==> src/rtl/bbox_raster_scan_pkg.sv <==
// Shared definitions for the bounding-box raster scan stage: FSM states and
// screen-size constants.
package bbox_raster_scan_pkg;

  localparam int DEFAULT_SCREEN_W_LOG2 = 8;

  // Largest valid coordinate on a square screen of 2^l pixels per side
  function automatic int screen_max(input int l);
    return (1 << l) - 1;
  endfunction

  localparam int SCREEN_MAX = screen_max(DEFAULT_SCREEN_W_LOG2);

  typedef enum logic [1:0] {
    IDLE,
    SCAN,
    DONE
  } state_t;

endpackage

==> src/rtl/bbox_raster_scan_if.sv <==
// Handshake bundles for the raster scan stage: bounding boxes in, pixels out.
interface bbox_if #(
  parameter int COORD_W = 16
);
  logic               valid;
  logic               ready;
  logic [COORD_W-1:0] x_min;
  logic [COORD_W-1:0] x_max;
  logic [COORD_W-1:0] y_min;
  logic [COORD_W-1:0] y_max;

  modport master (output valid, x_min, x_max, y_min, y_max, input ready);
  modport slave  (input valid, x_min, x_max, y_min, y_max, output ready);
endinterface

interface pix_if #(
  parameter int SCREEN_W_LOG2 = 8,
  parameter int ADDR_W        = 16
);
  logic                     valid;
  logic                     ready;
  logic [SCREEN_W_LOG2-1:0] x;
  logic [SCREEN_W_LOG2-1:0] y;
  logic [ADDR_W-1:0]        addr;
  logic                     last;

  modport master (output valid, x, y, addr, last, input ready);
  modport slave  (input valid, x, y, addr, last, output ready);
endinterface

==> src/rtl/bbox_raster_scan_coord_step.sv <==
// Combinational row-major step: next pixel position and address inside the
// captured box, plus end-of-box flags.
module raster_coord_step #(
  parameter int SCREEN_W_LOG2 = 8,
  parameter int ADDR_W        = 16
) (
  input  logic [SCREEN_W_LOG2-1:0] x,
  input  logic [SCREEN_W_LOG2-1:0] y,
  input  logic [ADDR_W-1:0]        addr,
  input  logic [SCREEN_W_LOG2-1:0] x_min,
  input  logic [SCREEN_W_LOG2-1:0] x_max,
  input  logic [SCREEN_W_LOG2-1:0] y_max,
  output logic [SCREEN_W_LOG2-1:0] x_next,
  output logic [SCREEN_W_LOG2-1:0] y_next,
  output logic [ADDR_W-1:0]        addr_next,
  output logic                     at_end,
  output logic                     next_last
);

  localparam logic [ADDR_W-1:0] ROW_STRIDE = ADDR_W'(1) << SCREEN_W_LOG2;

  always_comb begin
    // NOTE: every output gets a default first so no path through the block
    // leaves it unassigned, which would otherwise infer a latch.
    x_next    = x;
    y_next    = y;
    addr_next = addr;
    at_end    = 1'b0;
    if (x < x_max) begin
      x_next    = x + 1'b1;
      addr_next = addr + 1'b1;
    end else if (y < y_max) begin
      // Wrap to the start of the next row without a multiply
      x_next    = x_min;
      y_next    = y + 1'b1;
      addr_next = addr + ROW_STRIDE - ADDR_W'(x_max - x_min);
    end else begin
      at_end = 1'b1;
    end
    next_last = (x_next == x_max) && (y_next == y_max);
  end

endmodule

==> src/rtl/bbox_raster_scan.sv <==
// Captures a clamped bounding box and emits every pixel inside it in
// row-major order over a valid/ready stream, then pulses done.
module bbox_raster_scan
  import bbox_raster_scan_pkg::*;
#(
  parameter int SCREEN_W_LOG2 = DEFAULT_SCREEN_W_LOG2,
  parameter int COORD_W       = 16,
  parameter int ADDR_W        = 16
) (
  input  logic  clk,
  input  logic  rst_n,
  input  logic  flush,
  bbox_if.slave box,
  pix_if.master pix,
  output logic  done
);

  typedef logic [SCREEN_W_LOG2-1:0] coord_t;

  localparam logic [COORD_W-1:0] MAX_COORD = COORD_W'(screen_max(SCREEN_W_LOG2));

  // Clamp first, then drop the upper bits
  function automatic coord_t clamp(input logic [COORD_W-1:0] v);
    return (v > MAX_COORD) ? '1 : v[SCREEN_W_LOG2-1:0];
  endfunction

  state_t state;
  coord_t x_min_r, x_max_r, y_max_r;
  coord_t cx_min, cx_max, cy_min, cy_max;
  coord_t x_next, y_next;
  logic [ADDR_W-1:0] addr_next;
  logic at_end, next_last;

  assign cx_min = clamp(box.x_min);
  assign cx_max = clamp(box.x_max);
  assign cy_min = clamp(box.y_min);
  assign cy_max = clamp(box.y_max);

  raster_coord_step #(
    .SCREEN_W_LOG2 (SCREEN_W_LOG2),
    .ADDR_W        (ADDR_W)
  ) u_step (
    .x         (pix.x),
    .y         (pix.y),
    .addr      (pix.addr),
    .x_min     (x_min_r),
    .x_max     (x_max_r),
    .y_max     (y_max_r),
    .x_next    (x_next),
    .y_next    (y_next),
    .addr_next (addr_next),
    .at_end    (at_end),
    .next_last (next_last)
  );

  // NOTE: state and outputs are registered with non-blocking assignments so
  // every right-hand side sees the pre-edge values regardless of order.
  always_ff @(posedge clk or negedge rst_n) begin
    if (!rst_n) begin
      state     <= IDLE;
      box.ready <= 1'b1;
      pix.valid <= 1'b0;
      pix.last  <= 1'b0;
      pix.x     <= '0;
      pix.y     <= '0;
      pix.addr  <= '0;
      done      <= 1'b0;
      x_min_r   <= '0;
      x_max_r   <= '0;
      y_max_r   <= '0;
    end else if (flush) begin
      state     <= IDLE;
      box.ready <= 1'b1;
      pix.valid <= 1'b0;
      pix.last  <= 1'b0;
      done      <= 1'b0;
    end else begin
      unique case (state)
        IDLE: begin
          if (box.valid && box.ready) begin
            x_min_r   <= cx_min;
            x_max_r   <= cx_max;
            y_max_r   <= cy_max;
            pix.x     <= cx_min;
            pix.y     <= cy_min;
            pix.addr  <= ADDR_W'({cy_min, cx_min});
            box.ready <= 1'b0;
            if ((cx_min > cx_max) || (cy_min > cy_max)) begin
              state <= DONE;
              done  <= 1'b1;
            end else begin
              state     <= SCAN;
              pix.valid <= 1'b1;
              pix.last  <= (cx_min == cx_max) && (cy_min == cy_max);
            end
          end
        end
        SCAN: begin
          if (pix.ready) begin
            if (at_end) begin
              state     <= DONE;
              pix.valid <= 1'b0;
              pix.last  <= 1'b0;
              done      <= 1'b1;
            end else begin
              pix.x    <= x_next;
              pix.y    <= y_next;
              pix.addr <= addr_next;
              pix.last <= next_last;
            end
          end
        end
        DONE: begin
          state     <= IDLE;
          done      <= 1'b0;
          box.ready <= 1'b1;
        end
        default: state <= IDLE;
      endcase
    end
  end

endmodule

==> src/flat_wrapper.sv <==
// flat-port wrapper written by rule: the top's interface ports become plain ports
module bbox_raster_scan_flat import bbox_raster_scan_pkg::*;
#(
  parameter int SCREEN_W_LOG2 = DEFAULT_SCREEN_W_LOG2,
  parameter int COORD_W       = 16,
  parameter int ADDR_W        = 16
)
  (clk, rst_n, flush, done, box_valid, box_x_min, box_x_max, box_y_min, box_y_max, box_ready, pix_valid, pix_x, pix_y, pix_addr, pix_last, pix_ready);
  bbox_if #(.COORD_W(COORD_W)) box_i ();
  pix_if #(.SCREEN_W_LOG2(SCREEN_W_LOG2), .ADDR_W(ADDR_W)) pix_i ();
  input  logic clk;
  input  logic rst_n;
  input  logic flush;
  output logic done;
  input wire logic [$bits(box_i.valid)-1:0] box_valid;
  input wire logic [$bits(box_i.x_min)-1:0] box_x_min;
  input wire logic [$bits(box_i.x_max)-1:0] box_x_max;
  input wire logic [$bits(box_i.y_min)-1:0] box_y_min;
  input wire logic [$bits(box_i.y_max)-1:0] box_y_max;
  output wire logic [$bits(box_i.ready)-1:0] box_ready;
  output wire logic [$bits(pix_i.valid)-1:0] pix_valid;
  output wire logic [$bits(pix_i.x)-1:0] pix_x;
  output wire logic [$bits(pix_i.y)-1:0] pix_y;
  output wire logic [$bits(pix_i.addr)-1:0] pix_addr;
  output wire logic [$bits(pix_i.last)-1:0] pix_last;
  input wire logic [$bits(pix_i.ready)-1:0] pix_ready;
  assign box_i.valid = box_valid;
  assign box_i.x_min = box_x_min;
  assign box_i.x_max = box_x_max;
  assign box_i.y_min = box_y_min;
  assign box_i.y_max = box_y_max;
  assign box_ready = box_i.ready;
  assign pix_valid = pix_i.valid;
  assign pix_x = pix_i.x;
  assign pix_y = pix_i.y;
  assign pix_addr = pix_i.addr;
  assign pix_last = pix_i.last;
  assign pix_i.ready = pix_ready;
  bbox_raster_scan #(.SCREEN_W_LOG2(SCREEN_W_LOG2), .COORD_W(COORD_W), .ADDR_W(ADDR_W)) u_core (.clk(clk), .rst_n(rst_n), .flush(flush), .box(box_i), .pix(pix_i), .done(done));
endmodule
==> config.mk <==
export PLATFORM = sky130hd
export DESIGN_NAME = bbox_raster_scan_flat
export DESIGN_NICKNAME = d
export VERILOG_FILES = /design/src/rtl/bbox_raster_scan_pkg.sv /design/src/rtl/bbox_raster_scan_if.sv /design/src/rtl/bbox_raster_scan_coord_step.sv /design/src/rtl/bbox_raster_scan.sv /design/src/flat_wrapper.sv
export SDC_FILE = /design/constraint.sdc
export NUM_CORES = 1
export LEC_CHECK = 0
export ABC_AREA = 1
export CAP_MARGIN = 20
export CORE_MARGIN = 2
export CORE_UTILIZATION = 55
export CTS_CLUSTER_DIAMETER = 100
export DETAILED_ROUTE_END_ITERATION = 12
export PLACE_DENSITY = 0.9
export SKIP_LAST_GASP = 1
export SLEW_MARGIN = 30
export SYNTH_ARGS = -nofsm -noshare
export SYNTH_HDL_FRONTEND = slang
export SYNTH_SLANG_ARGS = --single-unit
export TNS_END_PERCENT = 1
==> constraint.sdc <==
create_clock -name clk -period 5 [get_ports clk]
set_clock_uncertainty 0.1 [all_clocks]
set_input_delay 0.5 -clock clk [delete_from_list [all_inputs] [get_ports clk]]
set_output_delay 0.5 -clock clk [all_outputs]
set_load 0.01 [all_outputs]
==> key figures <==
Status
  – Status: complete, no violations

Logic synthesis
  – Asr flop ratio synth: 100%
  – Yosys cell types: 48
  – Share of the yosys chip area belonging to registers: 25.0%
  – Yosys warns: 0
  – Net Count, Synth: 1035
  – Syn avg cell area: 6.96 um2
  – #FFs+latches synth: 62
  – Mapped Area: 6200 um2
  – Ys flop type: dfrtp_1
  – Cells after Synth: 891
  – Post-synth EDFFs: 0

STA
  – Fin crit period: 4150 ps
  – Final slew viol count: 0
  – Max-slew headroom: 45.0%
  – Final setup fails: 0
  – F_max: 241 MHz
  – Unrepaired setup endpoints after global routing: false
  – Final cycle utilization of the critical path: 83.1%
  – Slew @ Worst Pin: 825 ps
  – Final Hold Viols: 0
  – Setup TNS: 0 ps
  – Slack of the critical path: 847 ps

CTS
  – Cts bufs inserted: 9
  – H-tree depth reported by CTS: 3
  – # resized after CTS: 0
  – Clock Path Buffers: 2
  – Post-CTS Setup Inserts: 0
  – Post-CTS Hold Buffers: 0
  – Worst skew pair latency: 340 ps
  – Reg clk slew, reported paths: 50 ps
  – CTS tree: built
  – Sink Count: 62
  – CTS Root Cell: clkbuf_16

Layout
  – Most frequent cells in the layout: 198 x nand2_1, 106 x inv_1, 103 x clkdlybuf4s50_1, 85 x nor2_1, 77 x nand3_1
  – Most common cell after layout, fill and taps aside: nand2_1
  – Final core occ: 69.0%
  – Layout area overhead: 21.8%
  – Fin nets: 1127
  – Layout cells sized above 1: 6.29%
  – Diode count: 0

Route
  – Total wire length: 17300 um
  – Avg WL per Cell: 15.4 um
  – DRT antenna net count: 0
  – DR iter-0 viols: 615
  – Post-route DRC violation count: 0
  – DRT Pass-1 Iters: 6
  – Vias post-DR: 6500
  – Vias/cell: 5.77

Setup path
  – R2R setup slack: 850 ps
  – WP data arrival: 4250 ps
  – Crit end category: register
  – WS Path Type: register to register
  – Critical path's slowest cell: fa_1
  – Startpoint types: register
  – Crit path top cell by count: nand2_1
  – Worst Path Required: 5100 ps
  – Crit path max fanout: 8
  – CP peak stage delay: 410 ps
  – Worst path cell trace: inv_1, ha_1, inv_1, fa_1, nand3_1, nand2_1, a21oi_1, nor2_1, o21ai_0, nand2_1, ha_1, ha_1, nand2_1, o21ai_0, inv_1, nand2_1, a31oi_1, or2_2, nand3_1, nand2_1, nand2_1, a21boi_0

Global route
  – GRT Total Usage: 29.0%
  – First-pass GRT wire length: 27500 um
  – Vias in the first global route: 6041
  – Gr ovfl total: 0
  – Largest net degree at the start of global routing: 63
  – Initial antenna violation count: 0

Placed design
  – Pre-CTS WS: 912 ps
  – Port bufs: 104
  – Routability cong.: 0.934
  – Post-DP HPWL: 12900 um

Die
  – Die Y: 110 um
  – Width of the die: 110 um
  – IO Pins: 105
  – Die Area: 12100 um2
  – Placeable Area: 10900 um2
  – Starting density of the core: 56.7%
  – Cell row count: 38

Run
  – Max-cap viol count: 0

Hold path
  – Worst min path class: input pin to asynchronous set/reset pin
cell families after synthesis:
group,count (synthesis),synth area share [%]
XOR/XNOR,30,4.24
AO/OA/AOI/OAI,157,14.7
flip-flops,62,25.0
AND/OR/NAND/NOR,428,30.9
adder cells (fa/ha/maj),75,15.4
buffers and inverters,139,9.75
path summary, 6_finish.rpt:
| path | from | to | cells past startpoint |
|---|---|---|---|
| min | rst_n | u_core.done | 2 |
| max reg2reg | u_core.x_max_r[0] | u_core.pix.addr[12] | 22 |
| min reg2reg | u_core.box.ready | u_core.box.ready | 2 |
| min in group clk | u_core.box.ready | u_core.box.ready | 2 |
| max in group asynchronous | rst_n | u_core.pix.x[2] | 2 |
| max | u_core.x_max_r[0] | u_core.pix.addr[12] | 22 |
worst max-delay path: cells and delay by family (launching register included):
kind	cells	cell delay, ps
and+or+nand+nor	10	1190
adders and majority gates	4	1280
AOI/OAI and AO/OA	5	850
DFF	1	390
buffers and inverters	3	220
stage by stage:
step | hold WS, ps | instance area, um2 | cells
2_1_floorplan | 104 | 6200 | 891
3_3_place_gp | 377 | 7270 | 1112
3_5_place_dp | 391 | 7270 | 1112
4_1_cts | 288 | 7550 | 1126
5_1_grt | 335 | 7550 | 1126
6_report | 241 | 7550 | 1126
area by class of cell:
| cell class | instances | area (um2) |
|---|---|---|
| Multi-Input combinational cell | 690 | 4060 |
| Fill cell | 907 | 3390 |
| Sequential cell | 62 | 1550 |
| Timing Repair Buffer | 108 | 1070 |
| Inverter | 112 | 423 |
| Clock buffer | 13 | 270 |
| Tap cell | 140 | 175 |
| Clock inverter | 1 | 5.00 |
layer usage:
metal	global-route usage (%)	up-vias	share of wire, %
met5	0	-	0
met4	10.3	0	3.5
met3	5.64	67	7.5
met2	50.6	299	49
met1	35.6	2969	40
li1	-	3165	-
state kept, by name, indices dropped and copies added (netlist names):
| signal | count |
|---|---|
| u_core.box.ready | 1 |
| u_core.done | 1 |
| u_core.pix.addr | 16 |
| u_core.pix.last | 1 |
| u_core.pix.valid | 1 |
| u_core.pix.x | 8 |
| u_core.pix.y | 8 |
| u_core.state | 2 |
| u_core.x_max_r | 8 |
| u_core.x_min_r | 8 |
| u_core.y_max_r | 8 |
synthesized netlist by cell type, types with 2 or more instances:
master,n,area share (%)
nor4_1,9,0.91
or2_2,18,1.8
nand3_1,77,6.2
nor2_1,86,5.2
a21oi_1,64,5.2
inv_1,106,6.4
o211ai_1,2,0.24
o31ai_1,2,0.24
xor2_1,26,3.7
nand2_4,2,0.36
buf_6,5,0.91
nor2_2,3,0.30
fa_1,2,0.65
nand2_1,198,12
o21ai_1,5,0.40
nand2_2,4,0.40
and2_1,2,0.20
a31oi_1,3,0.30
dfrtp_1,61,25
inv_2,4,0.24
nand3_2,4,0.65
a22oi_1,30,3.6
nand4_1,14,1.4
a21oi_2,2,0.28
ha_1,73,15
o221ai_1,2,0.28
nor3_2,2,0.32
nor3_1,5,0.40
buf_2,6,0.48
o21ai_0,39,3.1
clkbuf_1,9,0.54
buf_4,5,0.61
xnor2_1,4,0.57
nand3b_1,3,0.36
Power is not shown: default switching activity piles up to over one toggle a cycle in this logic, so the estimate is an artifact.
